`src/rtl/sync_fifo_param_if.sv`:
```
// Purpose : producer/consumer handshake bundle for sync_fifo_param.
// Latency : n/a (wiring only); outputs are registered or derived from registered count inside the FIFO.
// Backpressure: producer watches full/almost_full, consumer watches empty/almost_empty.
// Ports   : wr_en/din (write), rd_en/dout (read), full/empty/almost_full/almost_empty/count (status),
//           overflow/underflow (one-cycle error pulses).
// Modports: master = the agent driving requests (producer+consumer); slave = the FIFO itself.
interface sync_fifo_param_if #(
   parameter int DWIDTH = 8,
   parameter int DEPTH  = 16
);
   localparam int CW = $clog2(DEPTH) + 1;

   logic              wr_en;
   logic [DWIDTH-1:0] din;
   logic              rd_en;
   logic [DWIDTH-1:0] dout;
   logic              full;
   logic              empty;
   logic              almost_full;
   logic              almost_empty;
   logic [CW-1:0]     count;
   logic              overflow;
   logic              underflow;

   modport master (
      output wr_en, din, rd_en,
      input  dout, full, empty, almost_full, almost_empty, count, overflow, underflow
   );

   modport slave (
      input  wr_en, din, rd_en,
      output dout, full, empty, almost_full, almost_empty, count, overflow, underflow
   );
endinterface

```
`src/rtl/sync_fifo_param.sv`:
```
// Purpose : parametrised single-clock FIFO with occupancy count, almost flags, error pulses, optional FWFT.
// Latency : FWFT=0 dout valid 1 cycle after accepted rd_en; FWFT=1 head word visible 1 cycle after first write.
// Backpressure: writes while full and reads while empty are dropped and flagged by overflow/underflow.
// Ports   : clk, rst (async active-high) plus bus (sync_fifo_param_if.slave):
//           wr_en/din in, rd_en in, dout out, full/empty/almost_full/almost_empty/count out,
//           overflow/underflow out (registered, one cycle after the dropped request).
module sync_fifo_param #(
   parameter int DWIDTH    = 8,
   parameter int DEPTH     = 16,
   parameter int AFULL_TH  = 14,
   parameter int AEMPTY_TH = 2,
   parameter int FWFT      = 0
) (
   input  logic              clk,
   input  logic              rst,
   sync_fifo_param_if.slave  bus
);
   localparam int AW = $clog2(DEPTH);
   localparam int CW = AW + 1;

   localparam logic [CW-1:0] DEPTH_C  = CW'(DEPTH);
   localparam logic [CW-1:0] AFULL_C  = CW'(AFULL_TH);
   localparam logic [CW-1:0] AEMPTY_C = CW'(AEMPTY_TH);

   // Storage array: deliberately not reset, pointers and count define validity.
   logic [DWIDTH-1:0] mem_q [DEPTH];

   logic [AW-1:0]     wr_ptr_q,    wr_ptr_d;
   logic [AW-1:0]     rd_ptr_q,    rd_ptr_d;
   logic [CW-1:0]     count_q,     count_d;
   logic [DWIDTH-1:0] dout_q,      dout_d;
   logic              dout_vld_q,  dout_vld_d;
   logic              overflow_q,  overflow_d;
   logic              underflow_q, underflow_d;

   logic              full;
   logic              empty;
   logic              wr_acc;
   logic              rd_acc;
   logic              mem_we;
   logic              load_head;
   logic              bypass;
   logic [CW-1:0]     mem_cnt;

   // Status is derived from registered state only, so no request input
   // reaches an output combinationally.
   assign full  = (count_q == DEPTH_C);
   assign empty = (FWFT != 0) ? !dout_vld_q : (count_q == '0);

   always_comb begin
      wr_ptr_d    = wr_ptr_q;
      rd_ptr_d    = rd_ptr_q;
      dout_d      = dout_q;
      dout_vld_d  = dout_vld_q;
      mem_we      = 1'b0;
      load_head   = 1'b0;
      bypass      = 1'b0;

      wr_acc      = bus.wr_en & !full;
      rd_acc      = bus.rd_en & !empty;

      count_d     = count_q + CW'(wr_acc) - CW'(rd_acc);
      overflow_d  = bus.wr_en & full;
      underflow_d = bus.rd_en & empty;

      // In FWFT mode the prefetched head word lives in dout_q and is part of
      // count, so the array holds one word fewer than count.
      mem_cnt     = count_q - CW'(dout_vld_q);

      if (FWFT == 0) begin
         dout_vld_d = 1'b0;
         if (wr_acc) begin
            mem_we   = 1'b1;
            wr_ptr_d = wr_ptr_q + 1'b1;
         end
         if (rd_acc) begin
            dout_d   = mem_q[rd_ptr_q];
            rd_ptr_d = rd_ptr_q + 1'b1;
         end
      end else begin
         // Head register needs a new word when it is empty or being consumed.
         load_head = !dout_vld_q || rd_acc;
         // With nothing stored behind the head, an incoming word goes straight
         // into the head register instead of through the array.
         bypass    = load_head && (mem_cnt == '0) && wr_acc;

         if (load_head) begin
            if (mem_cnt != '0) begin
               dout_d     = mem_q[rd_ptr_q];
               rd_ptr_d   = rd_ptr_q + 1'b1;
               dout_vld_d = 1'b1;
            end else if (wr_acc) begin
               dout_d     = bus.din;
               dout_vld_d = 1'b1;
            end else begin
               // Consumed the last word: keep the stale value, flag empty.
               dout_vld_d = 1'b0;
            end
         end

         if (wr_acc && !bypass) begin
            mem_we   = 1'b1;
            wr_ptr_d = wr_ptr_q + 1'b1;
         end
      end
   end

   always_ff @(posedge clk or posedge rst) begin
      if (rst) begin
         wr_ptr_q    <= '0;
         rd_ptr_q    <= '0;
         count_q     <= '0;
         dout_q      <= '0;
         dout_vld_q  <= 1'b0;
         overflow_q  <= 1'b0;
         underflow_q <= 1'b0;
      end else begin
         wr_ptr_q    <= wr_ptr_d;
         rd_ptr_q    <= rd_ptr_d;
         count_q     <= count_d;
         dout_q      <= dout_d;
         dout_vld_q  <= dout_vld_d;
         overflow_q  <= overflow_d;
         underflow_q <= underflow_d;
      end
   end

   // Array write port; requests arriving during reset are ignored.
   always_ff @(posedge clk) begin
      if (mem_we && !rst) begin
         mem_q[wr_ptr_q] <= bus.din;
      end
   end

   assign bus.dout         = dout_q;
   assign bus.count        = count_q;
   assign bus.full         = full;
   assign bus.empty        = empty;
   assign bus.almost_full  = (count_q >= AFULL_C);
   assign bus.almost_empty = (count_q <= AEMPTY_C);
   assign bus.overflow     = overflow_q;
   assign bus.underflow    = underflow_q;
endmodule

```
`src/flat_wrapper.sv`:
```
// flat-port wrapper written by rule: the top's interface ports become plain ports
module sync_fifo_param_flat 
#(
   parameter int DWIDTH    = 8,
   parameter int DEPTH     = 16,
   parameter int AFULL_TH  = 14,
   parameter int AEMPTY_TH = 2,
   parameter int FWFT      = 0
)
  (clk, rst, bus_wr_en, bus_din, bus_rd_en, bus_dout, bus_full, bus_empty, bus_almost_full, bus_almost_empty, bus_count, bus_overflow, bus_underflow);
  sync_fifo_param_if #(.DWIDTH(DWIDTH), .DEPTH(DEPTH)) bus_i ();
  input  logic clk;
  input  logic rst;
  input wire logic [$bits(bus_i.wr_en)-1:0] bus_wr_en;
  input wire logic [$bits(bus_i.din)-1:0] bus_din;
  input wire logic [$bits(bus_i.rd_en)-1:0] bus_rd_en;
  output wire logic [$bits(bus_i.dout)-1:0] bus_dout;
  output wire logic [$bits(bus_i.full)-1:0] bus_full;
  output wire logic [$bits(bus_i.empty)-1:0] bus_empty;
  output wire logic [$bits(bus_i.almost_full)-1:0] bus_almost_full;
  output wire logic [$bits(bus_i.almost_empty)-1:0] bus_almost_empty;
  output wire logic [$bits(bus_i.count)-1:0] bus_count;
  output wire logic [$bits(bus_i.overflow)-1:0] bus_overflow;
  output wire logic [$bits(bus_i.underflow)-1:0] bus_underflow;
  assign bus_i.wr_en = bus_wr_en;
  assign bus_i.din = bus_din;
  assign bus_i.rd_en = bus_rd_en;
  assign bus_dout = bus_i.dout;
  assign bus_full = bus_i.full;
  assign bus_empty = bus_i.empty;
  assign bus_almost_full = bus_i.almost_full;
  assign bus_almost_empty = bus_i.almost_empty;
  assign bus_count = bus_i.count;
  assign bus_overflow = bus_i.overflow;
  assign bus_underflow = bus_i.underflow;
  sync_fifo_param #(.DWIDTH(DWIDTH), .DEPTH(DEPTH), .AFULL_TH(AFULL_TH), .AEMPTY_TH(AEMPTY_TH), .FWFT(FWFT)) u_core (.clk(clk), .rst(rst), .bus(bus_i));
endmodule
```
`config.mk`:
```
export PLATFORM = sky130hd
export DESIGN_NAME = sync_fifo_param_flat
export DESIGN_NICKNAME = d
export VERILOG_FILES = /design/src/rtl/sync_fifo_param_if.sv /design/src/rtl/sync_fifo_param.sv /design/src/flat_wrapper.sv
export SDC_FILE = /design/constraint.sdc
export NUM_CORES = 1
export LEC_CHECK = 0
export CORE_MARGIN = 4
export CORE_UTILIZATION = 54
export DETAILED_ROUTE_END_ITERATION = 10
export GPL_ROUTABILITY_DRIVEN = 0
export HOLD_SLACK_MARGIN = 0.12
export PLACE_DENSITY = 0.85
export SLEW_MARGIN = 20
export SYNTH_ARGS = -nofsm -noshare
export SYNTH_HDL_FRONTEND = slang
export SYNTH_SLANG_ARGS = --single-unit
```
`constraint.sdc`:
```
create_clock -name clk -period 2.8 [get_ports clk]
set_input_delay 0.56 -clock clk [delete_from_list [all_inputs] [get_ports clk]]
set_output_delay 0.56 -clock clk [all_outputs]
set_load 0.02 [all_outputs]
```
Yosys cells after proc, flatten, opt, wreduce, memory -nomap -nowiden
Memory sizes are Yosys's and may differ from the RTL's. A register that Yosys moved wholly into a read port is not among the register bits.
Cells that the tools add are included.
{ "word_totals": {"input_bits": 12, "mem_count": 1, "mem_bits_ro": 0, "out_inout_bits": 19, "regBits": 15, "elab_cells": 25, "latch_bits": 0, "ramBits": 128} }
{ "classes": {"mux": 3, "multipliers": 0, "reduce_logical": 5, "n_shift": 0, "n_addsub": 4, "bitwise": 4, "div": 0, "order_cmp": 2, "n_eq_ne": 1} }
{ "mem_list": {"columns": ["name", "depth", "width", "rd", "rd_clocked_by_memory_dff", "write_ports", "line_no", "text"], "rows": [
  ["u_core.mem_q", 16, 8, 1, 1, 1, "sync_fifo_param.sv:26", "logic [DWIDTH-1:0] mem_q [DEPTH];"]
]} }
{ "ops": {"columns": ["operator", "n"], "rows": [
  ["4-bit by 1-bit adder with 4-bit output, second input constant", 2],
  ["5-bit by 1-bit adder with 5-bit output", 1],
  ["5-bit == test, second input constant", 1],
  ["5-bit by 4-bit >= comparator with 1-bit output, second input constant", 1],
  ["5-bit by 2-bit less-or-equal comparator with 1-bit output, second input constant", 1],
  ["5-bit logical NOT", 1],
  ["5-bit by 1-bit subtractor with 5-bit output", 1],
  ["1-bit bitwise AND", 4],
  ["1-bit logical NOT", 3],
  ["1-bit 2-to-1 mux", 3],
  ["1-bit logical AND", 1]
]} }

Logic depth before layout (Yosys ltp)
Gate-level depths: netlist (run 1).
{ "depth": {"depth_word": 7, "depth_mapped": 13, "mapped_depth_nobuf": 13} }

Worst setup path after synthesis (run 1)
OpenSTA, ideal clock, no wires.
{ "synth_path": {"path_kind": "reg-to-reg", "start": "register u_core.count_q[2], in the netlist u_core.bus.count[2]", "end": "register u_core.count_q[4], in the netlist u_core.bus.count[4]", "setup_slack_ns": 0.048, "path_buffers": 0, "arrival_ns": 2.625, "period_less_slack_ns": 2.752, "setup_ns": 0.128, "required_time_ns": 2.672, "stages_incl_launch_ff": 14, "path_cell_list": "dfrtp_1 > inv_1 > ha_1 > or4b_4 > inv_2 > nor2_1 > ha_1 > inv_1 > ha_1 > inv_1 > fa_1 > o21bai_1 > a21oi_1 > xor2_1"} }
{ "synth_via": {"word_cells_on_any_way": 8, "classes_between": "add/sub: 2; eq/ne: 1; bitwise: 2; reduce/logical: 3"} }
{ "synth_lines": {"columns": ["item", "line_no", "text"], "rows": [
  ["start, declared", "sync_fifo_param.sv:30", "logic [CW-1:0] count_q, count_d;"],
  ["start signal, assigned", "sync_fifo_param.sv:120", "count_q <= count_d;"],
  ["5-bit logical NOT", "sync_fifo_param.sv:48", "assign empty = (FWFT != 0) ? !dout_vld_q : (count_q == '0);"],
  ["1-bit logical NOT", "sync_fifo_param.sv:60", "rd_acc = bus.rd_en & !empty;"],
  ["1-bit bitwise AND", "sync_fifo_param.sv:60", null],
  ["via u_core.rd_acc", "sync_fifo_param.sv:39", "logic rd_acc;"],
  ["5-bit by 1-bit subtractor with 5-bit output", "sync_fifo_param.sv:62", "count_d = count_q + CW'(wr_acc) - CW'(rd_acc);"],
  ["via u_core.count_d[4]", "sync_fifo_param.sv:30", null]
]} }
The timed path passes the listed nets, and every way through them passes these cells.
A chain may end at the register's enable or synchronous reset.

Worst setup path in the final report (run 1)
{ "layout_path": {"start": "register u_core.count_q[1], in the netlist u_core.bus.count[1]", "end": "output bus_full"} }
{ "layout_via": {"elab_chain_cells": 1} }
{ "layout_rtl": {"columns": ["item", "line_no", "text"], "rows": [
  ["5-bit == test", "sync_fifo_param.sv:47", "assign full = (count_q == DEPTH_C);"],
  ["end, declared", "flat_wrapper.sv:18", "output wire logic [$bits(bus_i.full)-1:0] bus_full;"]
]} }
Every way passes these cells.

==> run_summary.xml, run 1 <==
<?xml version="1.0" encoding="UTF-8"?>
<metrics>
  <group name="status">
    <metric name="run_status" unit="">finished, final reports clean</metric>
  </group>
  <group name="logic_synthesis">
    <metric name="postSynth.topFlopCell" unit="">edfxtp_1</metric>
    <metric name="syn-mean-instance-area" unit="µm²">19.5</metric>
    <metric name="synth-edff-count" unit="">128</metric>
    <metric name="ys.warnings.count" unit="">0</metric>
    <metric name="synth_top_area_cell" unit="">edfxtp_1</metric>
    <metric name="synth_top_cell_area_share" unit="%">61.2</metric>
    <metric name="synthDistinctLibCells" unit="">35</metric>
    <metric name="synth_cells" unit="">323</metric>
    <metric name="synth_nets" unit="">352</metric>
    <metric name="seq_area_frac_synth" unit="%">70.3</metric>
    <metric name="synth.cell_area" unit="µm²">6280</metric>
    <metric name="post_synth_main_area_contributors" unit="">edfxtp_1 61%, dfrtp_1 9.2%, mux4_2 6.5%, mux4_1 5.9%, ha_1 3.2%</metric>
    <metric name="synthArstFlopShare" unit="%">15.2</metric>
    <metric name="ys_ff_latch" unit="">151</metric>
  </group>
  <group name="cts">
    <metric name="cts_inserted_buffers" unit="">17</metric>
    <metric name="clock_path_buffers" unit="">2</metric>
    <metric name="post_cts_setup_repair_buffer_count" unit="">0</metric>
    <metric name="cts.root.buffer_cell" unit="">clkbuf_16</metric>
    <metric name="numClockSinks" unit="">151</metric>
    <metric name="clkSlewWorstSetupHoldPaths" unit="ns">0.06</metric>
    <metric name="htreeDepth" unit="">4</metric>
    <metric name="cts_tree" unit="">built</metric>
    <metric name="cts-hold-fix-buffers" unit="">0</metric>
    <metric name="clock_latency" unit="ns">0.42</metric>
  </group>
  <group name="worst_hold_path">
    <metric name="timing.hold.worst.class" unit="">input pin to asynchronous set/reset pin</metric>
  </group>
  <group name="sta">
    <metric name="transition_time_at_the_pin_with_the_least_slew_margin" unit="ns">0.663</metric>
    <metric name="timing.max_slew.rel_slack" unit="%">55.7</metric>
    <metric name="hold_viol" unit="">0</metric>
    <metric name="finalWorstPathRequiredPeriod" unit="ns">2.65</metric>
    <metric name="finalClockSkew" unit="ns">0.00978</metric>
    <metric name="grt_setup_unrepaired" unit="">no</metric>
    <metric name="period_share" unit="%">94.7</metric>
    <metric name="fmax" unit="GHz">0.377</metric>
    <metric name="fin_tns_setup" unit="ns">0</metric>
    <metric name="setup_viol_count_final" unit="">0</metric>
    <metric name="maxSlewViolCount" unit="">0</metric>
  </group>
  <group name="power">
    <metric name="netSwitchingFraction" unit="%">30.2</metric>
    <metric name="power_frac_comb" unit="%">30.7</metric>
    <metric name="p_switching" unit="µW">2280</metric>
    <metric name="power-per-cell-area" unit="nW/µm²">1020</metric>
    <metric name="power" unit="µW">7550</metric>
    <metric name="peakVddDrop" unit="mV">0.749</metric>
    <metric name="p_int" unit="µW">5270</metric>
    <metric name="clkPwrFrac" unit="%">30.5</metric>
    <metric name="p_seq_share" unit="%">38.7</metric>
    <metric name="power_leakage" unit="µW">0.00269</metric>
  </group>
  <group name="worst_setup_path">
    <metric name="cp_num_cells" unit="">4</metric>
    <metric name="ff2ff_setup_slack" unit="ns">0.16</metric>
    <metric name="r2r_start" unit="">u_core.bus.count[2]$_DFF_PP0_</metric>
    <metric name="path_cells" unit="">buf_4 -&gt; nand4bb_2 -&gt; inv_1 -&gt; clkdlybuf4s50_1</metric>
    <metric name="cpMaxStageDelayCell" unit="">clkdlybuf4s50_1</metric>
    <metric name="category_of_the_worst_setup_path_launch_point" unit="">flop</metric>
    <metric name="slowest_delay" unit="ns">0.61</metric>
    <metric name="reg_to_reg_end" unit="">u_core.bus.count[4]$_DFF_PP0_</metric>
    <metric name="critical_path_rt" unit="ns">2.24</metric>
    <metric name="critical_path_buf_inv_count" unit="">3</metric>
    <metric name="timing.critical_path.arrival" unit="ns">2.09</metric>
    <metric name="cp_top_family" unit="">buffers and inverters</metric>
    <metric name="crit_fanout" unit="">8</metric>
    <metric name="path_class" unit="">flop to output port</metric>
    <metric name="r2r_cells" unit="">13</metric>
    <metric name="end_kind" unit="">output port</metric>
  </group>
  <group name="finish">
    <metric name="nets" unit="">412</metric>
    <metric name="area_growth" unit="%">17.9</metric>
    <metric name="design_area" unit="µm²">7410</metric>
    <metric name="multi_input_comb_area" unit="µm²">1640</metric>
    <metric name="fraction_of_final_layout_cells_with_drive_strength_greater_than_1" unit="%">22.0</metric>
    <metric name="layout.filler_cells" unit="">767</metric>
    <metric name="area.sequential" unit="µm²">4420</metric>
    <metric name="count_of_antenna_diodes_in_the_layout" unit="">0</metric>
  </group>
  <group name="die">
    <metric name="number_of_top_level_pins" unit="">31</metric>
    <metric name="die_area" unit="µm²">13400</metric>
    <metric name="row_count" unit="">39</metric>
    <metric name="floorplan.core_area" unit="µm²">11400</metric>
    <metric name="start_util" unit="%">55.0</metric>
    <metric name="floorplan.die.height" unit="µm">116</metric>
    <metric name="die_width" unit="µm">116</metric>
  </group>
  <group name="detailed_routing">
    <metric name="wirelength" unit="mm">11.9</metric>
    <metric name="route.detailed.drc" unit="">0</metric>
    <metric name="via_density_per_instance" unit="">5.88</metric>
    <metric name="detailedRoute.firstPassIterationCount" unit="">5</metric>
    <metric name="first_iter_violations" unit="">318</metric>
    <metric name="wl_per_cell" unit="µm">22.0</metric>
    <metric name="route.antenna.remaining_nets" unit="">0</metric>
    <metric name="dr_total_vias" unit="">3166</metric>
  </group>
  <group name="global_routing">
    <metric name="grt_antenna_before_repair" unit="">0</metric>
    <metric name="wire_length_of_the_first_global_routing_pass" unit="mm">18.3</metric>
    <metric name="track_usage" unit="%">19.2</metric>
    <metric name="globalRouteOverflowTotal" unit="">0</metric>
    <metric name="grt_max_degree" unit="">34</metric>
    <metric name="vias_in_the_first_global_route" unit="">3334</metric>
  </group>
  <group name="placed_design">
    <metric name="dp_hpwl" unit="mm">7.55</metric>
    <metric name="dpl_cell_area" unit="µm²">6790</metric>
    <metric name="buffer_ports.inserted" unit="">30</metric>
  </group>
  <group name="job">
    <metric name="maxCapViolations" unit="">0</metric>
  </group>
</metrics>
-- power by group through the flow --
| stage | sequential (µW) | combinational, µW | clock [µW] |
|---|---|---|---|
| floorplan | 2990 | 1650 | 0 |
| global placement | 2940 | 2210 | 0 |
| detailed placement | 2960 | 2310 | 0 |
| CTS | 2920 | 2320 | 2340 |
| global route | 2960 | 2520 | 2440 |
| finish | 2920 | 2320 | 2300 |
-- synth_stat cells, types with 4 or more instances --
cell type and instances:
a21oi_1 4, clkbuf_8 4, dfrtp_1 23, edfxtp_1 128
ha_1 16, inv_1 16, mux2i_1 16, mux4_1 14
mux4_2 18, nand3_1 10, nor2_1 14, nor3_1 5
o21ai_0 8, o221ai_1 8, xnor2_1 5, xor2_1 4
-- routing by layer --
| metal | global-route usage [%] | routed length [µm] | up-vias |
|---|---|---|---|
| li1 | - | - | 1398 |
| met3 | 6.16 | 835 | 21 |
| met2 | 31.6 | 6110 | 113 |
| met5 | 0 | 0 | - |
| met4 | 6.81 | 210 | 0 |
| met1 | 24.3 | 4700 | 1634 |
-- registers in the layout, summed over array words and instances, names as in the netlist --
register              flops
u_core.mem_q            128
u_core.bus.dout           8
u_core.bus.count          5
u_core.rd_ptr_q           4
u_core.wr_ptr_q           4
u_core.bus.overflow       1
u_core.bus.underflow      1
-- worst max-delay path by stage --
stage                                        startpoint                             to  slack, ns
after global placement                        bus_rd_en  u_core.bus.count[4]$_DFF_PP0_       0.13
after floorplan           u_core.bus.count[2]$_DFF_PP0_  u_core.bus.count[4]$_DFF_PP0_       0.05
after detailed placement  u_core.bus.count[2]$_DFF_PP0_  u_core.bus.count[4]$_DFF_PP0_       0.06
after CTS                 u_core.bus.count[2]$_DFF_PP0_                       bus_full      0.006
after global routing      u_core.bus.count[2]$_DFF_PP0_  u_core.bus.count[4]$_DFF_PP0_       0.03
final                     u_core.bus.count[1]$_DFF_PP0_                       bus_full       0.15
-- layout by cell type (no fill, tap or decap), types with 2 or more instances in the layout --
| cell | instances |
|---|---|
| clkbuf_16 | 17 |
| xnor2_1 | 5 |
| nor3_1 | 5 |
| clkinv_4 | 2 |
| nand3_1 | 10 |
| bufinv_16 | 3 |
| inv_6 | 3 |
| clkinvlp_4 | 2 |
| mux4_1 | 14 |
| a21oi_1 | 4 |
| clkdlybuf4s50_1 | 29 |
| o221ai_1 | 8 |
| clkinv_1 | 2 |
| inv_1 | 14 |
| nand2b_1 | 2 |
| xor2_1 | 4 |
| mux2i_1 | 16 |
| dfrtp_1 | 22 |
| nand2_1 | 3 |
| nor2b_1 | 2 |
| edfxtp_1 | 128 |
| buf_4 | 26 |
| nor2_1 | 14 |
| ha_1 | 14 |
| inv_2 | 3 |
| o21bai_1 | 2 |
| mux4_2 | 18 |
| o21ai_0 | 8 |
-- worst register-to-register path, cell delays in order (launching register included) --
cell      delay [ns]
dfrtp_1         0.39
inv_2           0.10
ha_4            0.14
or4b_4          0.49
inv_2           0.08
nor2_1          0.05
ha_1            0.26
inv_1           0.06
ha_2            0.17
inv_1           0.05
fa_2            0.34
o21bai_1        0.15
a21oi_1         0.09
xor2_1          0.14
-- kinds of logic (layout without fill, tap and decap cells) --
logic type / Yosys count / in the layout / synth area share, %
flip-flops: 151 / 151 / 70.3
multiplexers: 50 / 50 / 15.3
AO/OA/AOI/OAI: 22 / 22 / 2.31
AND/OR/NAND/NOR: 41 / 41 / 3.32
adder cells (fa/ha/maj): 17 / 17 / 3.50
XOR/XNOR: 9 / 9 / 1.25
buffers and inverters: 33 / 105 / 4.02
-- repair_timing --
item | 4_1_cts | 5_1_grt
setup endpoints to repair | 1 | 3
resized for setup | 1 | 9
pin swaps | 0 | 1
-- metrics by stage --
| step | cells | hold slack, ns | setup slack [ns] | util [%] |
|---|---|---|---|---|
| finish | 538 | 0.465 | 0.148 | 64.9 |
| global route | 538 | 0.492 | 0.0288 | 64.9 |
| CTS | 538 | 0.456 | 0.00649 | 64.7 |
| detailed placement | 507 | 0.522 | 0.0556 | 59.5 |
| global placement | 507 | 0.520 | 0.133 | 59.5 |
| floorplan | 323 | 0.509 | 0.0475 | - |
-- cell type report --
cell class	instances	share of cell area (%)
sequential	151	59.7
multi-input combinational	139	22.1
timing repair buffer	57	6.89
clock buffer	17	5.74
tap	143	2.42
clock inverter	14	2.33
inverter	17	0.861
No activity file was read; power rests on OpenSTA's default activity.
==> run 2: changes to the inputs <==
--- a/config.mk
+++ b/config.mk
@@ -7,11 +7,12 @@
 export LEC_CHECK = 0
 export CORE_MARGIN = 4
 export CORE_UTILIZATION = 54
+export CTS_CLUSTER_SIZE = 10
 export DETAILED_ROUTE_END_ITERATION = 10
 export GPL_ROUTABILITY_DRIVEN = 0
 export HOLD_SLACK_MARGIN = 0.12
 export PLACE_DENSITY = 0.85
-export SLEW_MARGIN = 20
+export SLEW_MARGIN = 25
 export SYNTH_ARGS = -nofsm -noshare
 export SYNTH_HDL_FRONTEND = slang
 export SYNTH_SLANG_ARGS = --single-unit
==> results of run 2 <==
Final layout, timing and power as in run 1 (identical DEF).
